`config.mk`:
```
export PLATFORM = sky130hd
export DESIGN_NAME = uart_arbiter
export DESIGN_NICKNAME = d
export VERILOG_FILES = /design/src/rtl/jsilicon_pkg.sv /design/src/rtl/uart_arbiter_req_buffer.sv /design/src/rtl/uart_arbiter.sv
export SDC_FILE = /design/constraint.sdc
export NUM_CORES = 1
export LEC_CHECK = 0
export CAP_MARGIN = 10
export CORE_UTILIZATION = 41
export DETAILED_ROUTE_END_ITERATION = 7
export PLACE_DENSITY_LB_ADDON = 0.05
export RECOVER_POWER = 50
export SETUP_SLACK_MARGIN = 0.2
export SLEW_MARGIN = 20
export SYNTH_ARGS = -nofsm -noshare
export SYNTH_HDL_FRONTEND = slang
export SYNTH_SLANG_ARGS = --single-unit
```
`constraint.sdc`:
```
create_clock -name clock -period 4.75 [get_ports clock]
set_input_delay 0.475 -clock clock [delete_from_list [all_inputs] [get_ports clock]]
set_output_delay 0.475 -clock clock [all_outputs]
set_load 0.01 [all_outputs]
```
`src/rtl/jsilicon_pkg.sv`:
```
// Shared types and constants for the UART result arbiter.
package jsilicon_pkg;

  typedef enum logic [2:0] {
    IDLE,
    ARB,
    SEND,
    GAP,
    WAIT
  } arb_state_t;

  localparam logic [7:0] TAG_BASE   = 8'hA0;
  localparam logic       REQ_MANUAL = 1'b0;
  localparam logic       REQ_CPU    = 1'b1;

endpackage

```
`src/rtl/uart_arbiter_req_buffer.sv`:
```
// One-entry valid/ready holding register; clear_i frees the slot once the arbiter has taken the word.
module req_buffer #(
  parameter int unsigned WORD_W = 16
) (
  input  logic              clock,
  input  logic              reset,
  input  logic              ena,
  input  logic              valid_i,
  input  logic [WORD_W-1:0] data_i,
  output logic              ready_o,
  input  logic              clear_i,
  output logic              full_o,
  output logic [WORD_W-1:0] data_o
);

  logic              full_q;
  logic [WORD_W-1:0] data_q;

  assign ready_o = ena & ~full_q;
  assign full_o  = full_q;
  assign data_o  = data_q;

  always_ff @(posedge clock or posedge reset) begin
    if (reset) begin
      full_q <= 1'b0;
      data_q <= '0;
    end else if (ena) begin
      if (valid_i && ready_o) begin
        full_q <= 1'b1;
        data_q <= data_i;
      end else if (clear_i) begin
        full_q <= 1'b0;
      end
    end
  end

endmodule

```
`src/rtl/uart_arbiter.sv`:
```
// Round-robin arbiter sharing one UART TX between two word producers, bytes sent LSB first.
// Optional UART_ARB_TAG_EN prefixes each word with a source tag byte (TAG_BASE | owner).
module uart_arbiter
  import jsilicon_pkg::*;
#(
  parameter int unsigned WORD_W = 16
) (
  input  logic              clock,
  input  logic              reset,
  input  logic              ena,
  input  logic              req0_valid,
  input  logic [WORD_W-1:0] req0_data,
  output logic              req0_ready,
  input  logic              req1_valid,
  input  logic [WORD_W-1:0] req1_data,
  output logic              req1_ready,
  output logic              tx_start,
  output logic [7:0]        tx_data,
  input  logic              tx_busy,
  output logic              active,
  output logic              owner
);

  localparam int unsigned NBYTES  = WORD_W / 8;
`ifdef UART_ARB_TAG_EN
  localparam int unsigned NB_TOT  = NBYTES + 1;
  localparam int unsigned SHIFT_W = WORD_W + 8;
`else
  localparam int unsigned NB_TOT  = NBYTES;
  localparam int unsigned SHIFT_W = WORD_W;
`endif
  localparam int unsigned CNT_W   = $clog2(NB_TOT + 1);

  arb_state_t         state_q, state_d;
  logic               rr_q, rr_d;
  logic               owner_q, owner_d;
  logic               active_q, active_d;
  logic               tx_start_q, tx_start_d;
  logic [7:0]         tx_data_q, tx_data_d;
  logic [CNT_W-1:0]   cnt_q, cnt_d;
  logic [SHIFT_W-1:0] shift_q, shift_d;

  logic              buf0_full, buf1_full;
  logic [WORD_W-1:0] buf0_data, buf1_data;
  logic              clr0, clr1;
  logic              win;
  logic [WORD_W-1:0] win_word;

  req_buffer #(.WORD_W(WORD_W)) u_buf0 (
    .clock(clock), .reset(reset), .ena(ena),
    .valid_i(req0_valid), .data_i(req0_data), .ready_o(req0_ready),
    .clear_i(clr0), .full_o(buf0_full), .data_o(buf0_data)
  );

  req_buffer #(.WORD_W(WORD_W)) u_buf1 (
    .clock(clock), .reset(reset), .ena(ena),
    .valid_i(req1_valid), .data_i(req1_data), .ready_o(req1_ready),
    .clear_i(clr1), .full_o(buf1_full), .data_o(buf1_data)
  );

  // On contention the source not served last time wins.
  assign win      = (buf0_full && buf1_full) ? ~rr_q : buf1_full;
  assign win_word = (win == REQ_CPU) ? buf1_data : buf0_data;

  always_comb begin
    state_d    = state_q;
    rr_d       = rr_q;
    owner_d    = owner_q;
    active_d   = active_q;
    tx_start_d = 1'b0;
    tx_data_d  = tx_data_q;
    cnt_d      = cnt_q;
    shift_d    = shift_q;
    clr0       = 1'b0;
    clr1       = 1'b0;
    case (state_q)
      IDLE: begin
        // Incoming captures count too, so a new word reaches ARB on the following cycle.
        if (buf0_full || buf1_full || (req0_valid && req0_ready) || (req1_valid && req1_ready))
          state_d = ARB;
      end
      ARB: begin
`ifdef UART_ARB_TAG_EN
        shift_d = {win_word, TAG_BASE | 8'(win)};
`else
        shift_d = win_word;
`endif
        clr0     = (win == REQ_MANUAL);
        clr1     = (win == REQ_CPU);
        owner_d  = win;
        rr_d     = win;
        active_d = 1'b1;
        cnt_d    = '0;
        state_d  = SEND;
      end
      SEND: begin
        if (!tx_busy) begin
          tx_start_d = 1'b1;
          tx_data_d  = shift_q[7:0];
          state_d    = GAP;
        end
      end
      GAP: state_d = WAIT;
      WAIT: begin
        if (!tx_busy) begin
          if (cnt_q < CNT_W'(NB_TOT - 1)) begin
            shift_d = shift_q >> 8;
            cnt_d   = cnt_q + CNT_W'(1);
            state_d = SEND;
          end else begin
            active_d = 1'b0;
            state_d  = IDLE;
          end
        end
      end
      default: state_d = IDLE;
    endcase
  end

  always_ff @(posedge clock or posedge reset) begin
    if (reset) begin
      state_q    <= IDLE;
      rr_q       <= 1'b0;
      owner_q    <= 1'b0;
      active_q   <= 1'b0;
      tx_start_q <= 1'b0;
      tx_data_q  <= 8'h00;
      cnt_q      <= '0;
      shift_q    <= '0;
    end else if (ena) begin
      state_q    <= state_d;
      rr_q       <= rr_d;
      owner_q    <= owner_d;
      active_q   <= active_d;
      tx_start_q <= tx_start_d;
      tx_data_q  <= tx_data_d;
      cnt_q      <= cnt_d;
      shift_q    <= shift_d;
    end else begin
      tx_start_q <= 1'b0;
    end
  end

  assign tx_start = tx_start_q & ena;
  assign tx_data  = tx_data_q;
  assign active   = active_q;
  assign owner    = owner_q;

endmodule

```
After elaboration in Yosys (flattened, before gate mapping)
Index checks and enable logic that the tools add are counted.

word-level totals
  register bits = 66
  bits in latches = 0
  bits in writable memories = 0
  memory bits (read-only) = 0
  input bits = 38
  output and inout bits = 13
  word-level logic and storage cells = 74
  memories = 0

operators by class
  add/subtract/negate cells = 1
  multipliers = 0
  div/mod/pow operators = 0
  $lt $le $gt $ge = 1
  equal/unequal tests = 9
  shift operators = 0
  muxes and demuxes = 25
  bitwise gates (word level) = 8
  reduce and logical (&&, ||, !) cells = 19

operators by type and width
  cell                 number
  $mux 16              3
  $pmux 16 s2          1
  $pmux 3 s5           1
  $mux 1               12
  $reduce_and 4->1     3
  $ne 2x2->1 const B   5
  $reduce_and 2->1     5
  $mux 3               3
  $eq 3x2->1 const B   2
  $mux 2               3
  $reduce_bool 2->1    3
  $not 1->1            5
  $pmux 2 s2           1
  $and 1x1->1          3
  $eq 3x1->1 const B   1
  $eq 3x3->1 const B   1
  $logic_and 1x1->1    3
  $logic_not 3->1      1
  $logic_or 1x1->1     3
  $reduce_and 3->1     1
  $add 2x1->2 const B  1
  $lt 2x1->1 const B   1
  $pmux 1 s2           1

Logic depth before layout (Yosys ltp)
  word-level depth = 7
  mapped depth = 7
  depth with buffers taken out = 6

Hierarchy
Synthesis repeated with hierarchy kept, for this count alone.

second synthesis, totals
  cells, all modules = 236
  area, all modules = 3129.3 µm²

modules (own cells, without submodules)
  module        instances  cells each  area each (µm²)  sequential area each (µm²)
  uart_arbiter  1          158         1737.9           800.8
  req_buffer    2          39          695.7            425.4

Least setup slack after synthesis
No wires, ideal clock.

  path kind = reg-to-reg
  from = register state_q[1]
  to = register state_q[0]
  setup time = 128 ps
  arrival time = 1588 ps
  data required time = 4622 ps
  setup slack = 3035 ps
  stages on the path, launching flop included = 5
  path buffers = 1
  period minus slack after synthesis = 1715 ps
  cells stage by stage = dfrtp_1 -> buf_6 -> or4_4 -> o41ai_2 -> mux2_1

between the ends
  longest elaborated chain between the ends = 3
  elaborated cells between the ends (all ways) = 10
  those cells by class = eq/ne (7); mux (1); reduce/logical (2)

RTL lines
  item                                      RTL line             RTL
  from (decl)                               uart_arbiter.sv:34   arb_state_t state_q, state_d;
  from (signal assigned)                    uart_arbiter.sv:131  state_q <= state_d;
  $eq 3x2->1, or another cell as far along  uart_arbiter.sv:76   case (state_q)
  $ne 2x2->1 (no source line)               -
  $reduce_and 4->1 (no source line)         -

Several ways; a longest one is shown, not always the timed one.
A chain may end at the register's enable or synchronous reset.

Worst setup path after layout
  from = input ena
  to = output req1_ready

between the ends
  longest elaborated chain between the ends = 1

RTL lines
  item         RTL line                       RTL
  from (decl)  uart_arbiter.sv:10             input logic ena,
  $and 1x1->1  uart_arbiter_req_buffer.sv:19  assign ready_o = ena & ~full_q;
  to (decl)    uart_arbiter.sv:16             output logic req1_ready,

Every way passes these cells.

==> metrics.csv <==
stage;metric;value;unit
run_status;status;completed;
timing;timing.slew.headroom;21.8;%
final_layout;nets;330;
placed_design;place.port_buffers;50;
detailed_routing;first_pass_iters;4;
flow_run;cap_viol_max_count;0;
detailed_routing;drcViolationCount;0;
yosys;synth_warnings;0;
worst_setup_path;critPathMaxFanout;7;
timing;slew_violations;0;
detailed_routing;wl_per_cell;14.8;um
clock_tree;cts_setup_buffers;0;
clock_tree;cts_num_sinks;66;
floorplan;fp.dieW;86.3;um
hold_path;hold_path.class;register to register;
final_layout;diodes;0;
yosys;synth.avg_cell_area;12.0;um2
timing;worstMarginPinSlew;1170;ps
clock_tree;root_buffer;clkbuf_8;
final_layout;post-route-util;53.9;%
grt;grtUsageTotal;17.6;%
timing;setup_tns;0;ps
timing;finalSetupViolations;0;
worst_setup_path;startpoint_type;input port;
clock_tree;cts_tree;built;
grt;grt_first_pass_wirelength;9920;um
detailed_routing;vias_per_cell;5.01;
yosys;synth_top_area_cell;dfrtp_1;
floorplan;rows;30;
detailed_routing;wl_met3;146;um
yosys;synth_fp_nets;282;
worst_setup_path;cp.arrival;1930;ps
clock_tree;h-tree-depth;3;
pwr;pwr_density_cell;621;nW/um2
yosys;synth-seq-cells;66;
placed_design;dpl.hpwl;3890;um
yosys;syn-cell-area;2910;um2
clock_tree;cts_made_buffers;9;
timing;hold_violations;0;
timing;fin_skew;4.95;ps
final_layout;syn2layout_area_growth;26.4;%
floorplan;start_util;42.7;%
final_layout;drive_gt1_share;20.6;%
yosys;seq_area_frac_synth;56.7;%
placed_design;gp_congestion;0.712;
detailed_routing;drt-initial-drc-count;99;
floorplan;die_area;7450;um2
detailed_routing;final_antenna_net_count;0;
detailed_routing;dr_wl_met2;2590;um
yosys;syn_inst;243;
yosys;synth_top_cell_area_share;56.7;%
grt;grt_pass1_vias;1991;
worst_setup_path;critical_path_required;4280;ps
floorplan;die_h;86.3;um
worst_setup_path;crit_type;input port to output pin;
detailed_routing;vias;1965;
grt;grt_max_degree;67;
timing;rsz0062_at_grt;no;
clock_tree;worstSkewPairLatency;330;ps
clock_tree;clk_path_buf_depth;2;
detailed_routing;wl_met1;2950;um
pwr;p_leak;0.00161;uW
grt;antenna_found_initial;0;
detailed_routing;maxUsedRoutingLayer;met4;
grt;overflow;0;
pwr;power;2290;uW
timing;post-route-period-util;50.6;%
clock_tree;postCtsHoldBufs;0;
floorplan;coreArea;6830;um2
yosys;ys_types;31;
final_layout;fill_cells;643;
clock_tree;cts_resized;0;
clock_tree;clk_pin_slew;60;ps
pwr;irDropWorstVdd;0.218;mV
floorplan;ios;51;
detailed_routing;wl;5790;um
yosys;synth_area_leaders;dfrtp_1 57%, mux2_2 15%, nand2_1 3.0%;
timing;fmax;416;MHz
timing;fin_crit;2400;ps
worst_setup_path;crit_path_end_kind;output pin;
## power breakdown
group / total [uW] / switching (uW) / leakage (uW) / internal, uW
combinational: 801 / 363 / 0.000703 / 438
clock: 468 / 196 / 0.000101 / 271
sequential: 1020 / 188 / 0.000810 / 828
## logic make-up (layout without fill, tap and decap cells)
kind of cell	count (synthesis)	after routing	share of synthesized area, %
AOI/OAI and AO/OA	48	48	11.9
and+or+nand+nor	65	65	11.4
adders and majority gates	1	1	0.429
DFF	66	66	56.7
muxes	42	42	16.2
buffers and inverters	21	74	3.39
## cell type report
type / count / area [um2] / share of cell area (%)
clock buffers: 14 / 163 / 4.42
clock inverters: 2 / 35.0 / 0.951
well taps: 96 / 120 / 3.26
multi-input cells: 156 / 1170 / 31.7
flip-flops and latches: 66 / 1650 / 44.9
repair buffers: 54 / 531 / 14.4
inverters: 4 / 15.0 / 0.408
## sequential cells by signal, indices dropped and copies added, names as in the netlist
signal,cells
owner,1
u_buf1.data_o,16
state_q,3
u_buf0.full_o,1
shift_q,16
tx_data,8
active,1
cnt_q,2
u_buf0.data_o,16
tx_start_q,1
u_buf1.full_o,1
## layer usage
| metal | vias up | track usage (%) |
|---|---|---|
| met3 | 8 | 4.00 |
| met4 | 0 | 8.18 |
| li1 | 961 | - |
| met1 | 957 | 24.5 |
| met5 | - | 0 |
| met2 | 39 | 26.0 |
## per-stage QoR
stage               worst slack [ps]  std cells  hold WS, ps  instance area (um2)
floorplan                       2620        243          443                 2910
global placement                2120        376          463                 3480
detailed placement              2080        376          471                 3480
CTS                             2410        392          487                 3680
global route                    2170        392          506                 3680
finish                          2350        392          480                 3680
## final timing paths
path                        startpoint                to  slack, ps  depth (start not counted)
max                                ena        req1_ready       2350                          3
min                        shift_q[10]       shift_q[10]        480                          2
max reg2reg                 state_q[1]        tx_data[6]       2440                          3
min reg2reg                shift_q[10]       shift_q[10]        480                          2
max in group asynchronous        reset  u_buf0.data_o[1]       3380                          3
min in group asynchronous        reset  u_buf1.data_o[7]        830                          3
## layout by cell type (no fill, tap or decap), drive strengths merged, types with 2 or more instances in the layout
| cell | synthesis | final |
|---|---|---|
| o21ai | 6 | 6 |
| inv | 4 | 3 |
| nand2b | 3 | 3 |
| mux2 | 42 | 42 |
| clkinv | 0 | 2 |
| clkdlybuf4s50 | 0 | 44 |
| nor2 | 17 | 17 |
| buf | 10 | 4 |
| nand2 | 23 | 23 |
| nor2b | 6 | 6 |
| a21oi | 8 | 8 |
| dfrtp | 66 | 66 |
| a21o | 9 | 9 |
| and2 | 2 | 2 |
| o41ai | 10 | 10 |
| o31ai | 11 | 11 |
| dlygate4sd3 | 0 | 6 |
| a21boi | 2 | 2 |
| clkbuf | 7 | 14 |
| nor3b | 10 | 10 |
## cell usage after synthesis
cell type / count
nor3b_1: 9
a21boi_1: 1
nor4_1: 1
nor4bb_1: 1
inv_1: 4
nand2_1: 23
a21oi_1: 8
nor2b_1: 6
nor2_1: 17
o31ai_1: 11
nand2b_1: 3
buf_6: 1
o41ai_1: 9
clkbuf_1: 6
clkbuf_2: 1
o21ai_0: 5
a21boi_0: 1
nand3_1: 1
mux2_2: 40
mux2_1: 2
and2_1: 2
a211oi_1: 1
nor3b_2: 1
or4_4: 1
ha_1: 1
dfrtp_1: 66
o21ai_1: 1
o31a_1: 1
buf_2: 9
o41ai_2: 1
a21o_1: 9
## critical path, cell delays in order
cell and delay (ps):
dlygate4sd3_1 650, nor2b_1 230, clkdlybuf4s50_1 570
No activity file was read; power rests on OpenSTA's default activity.
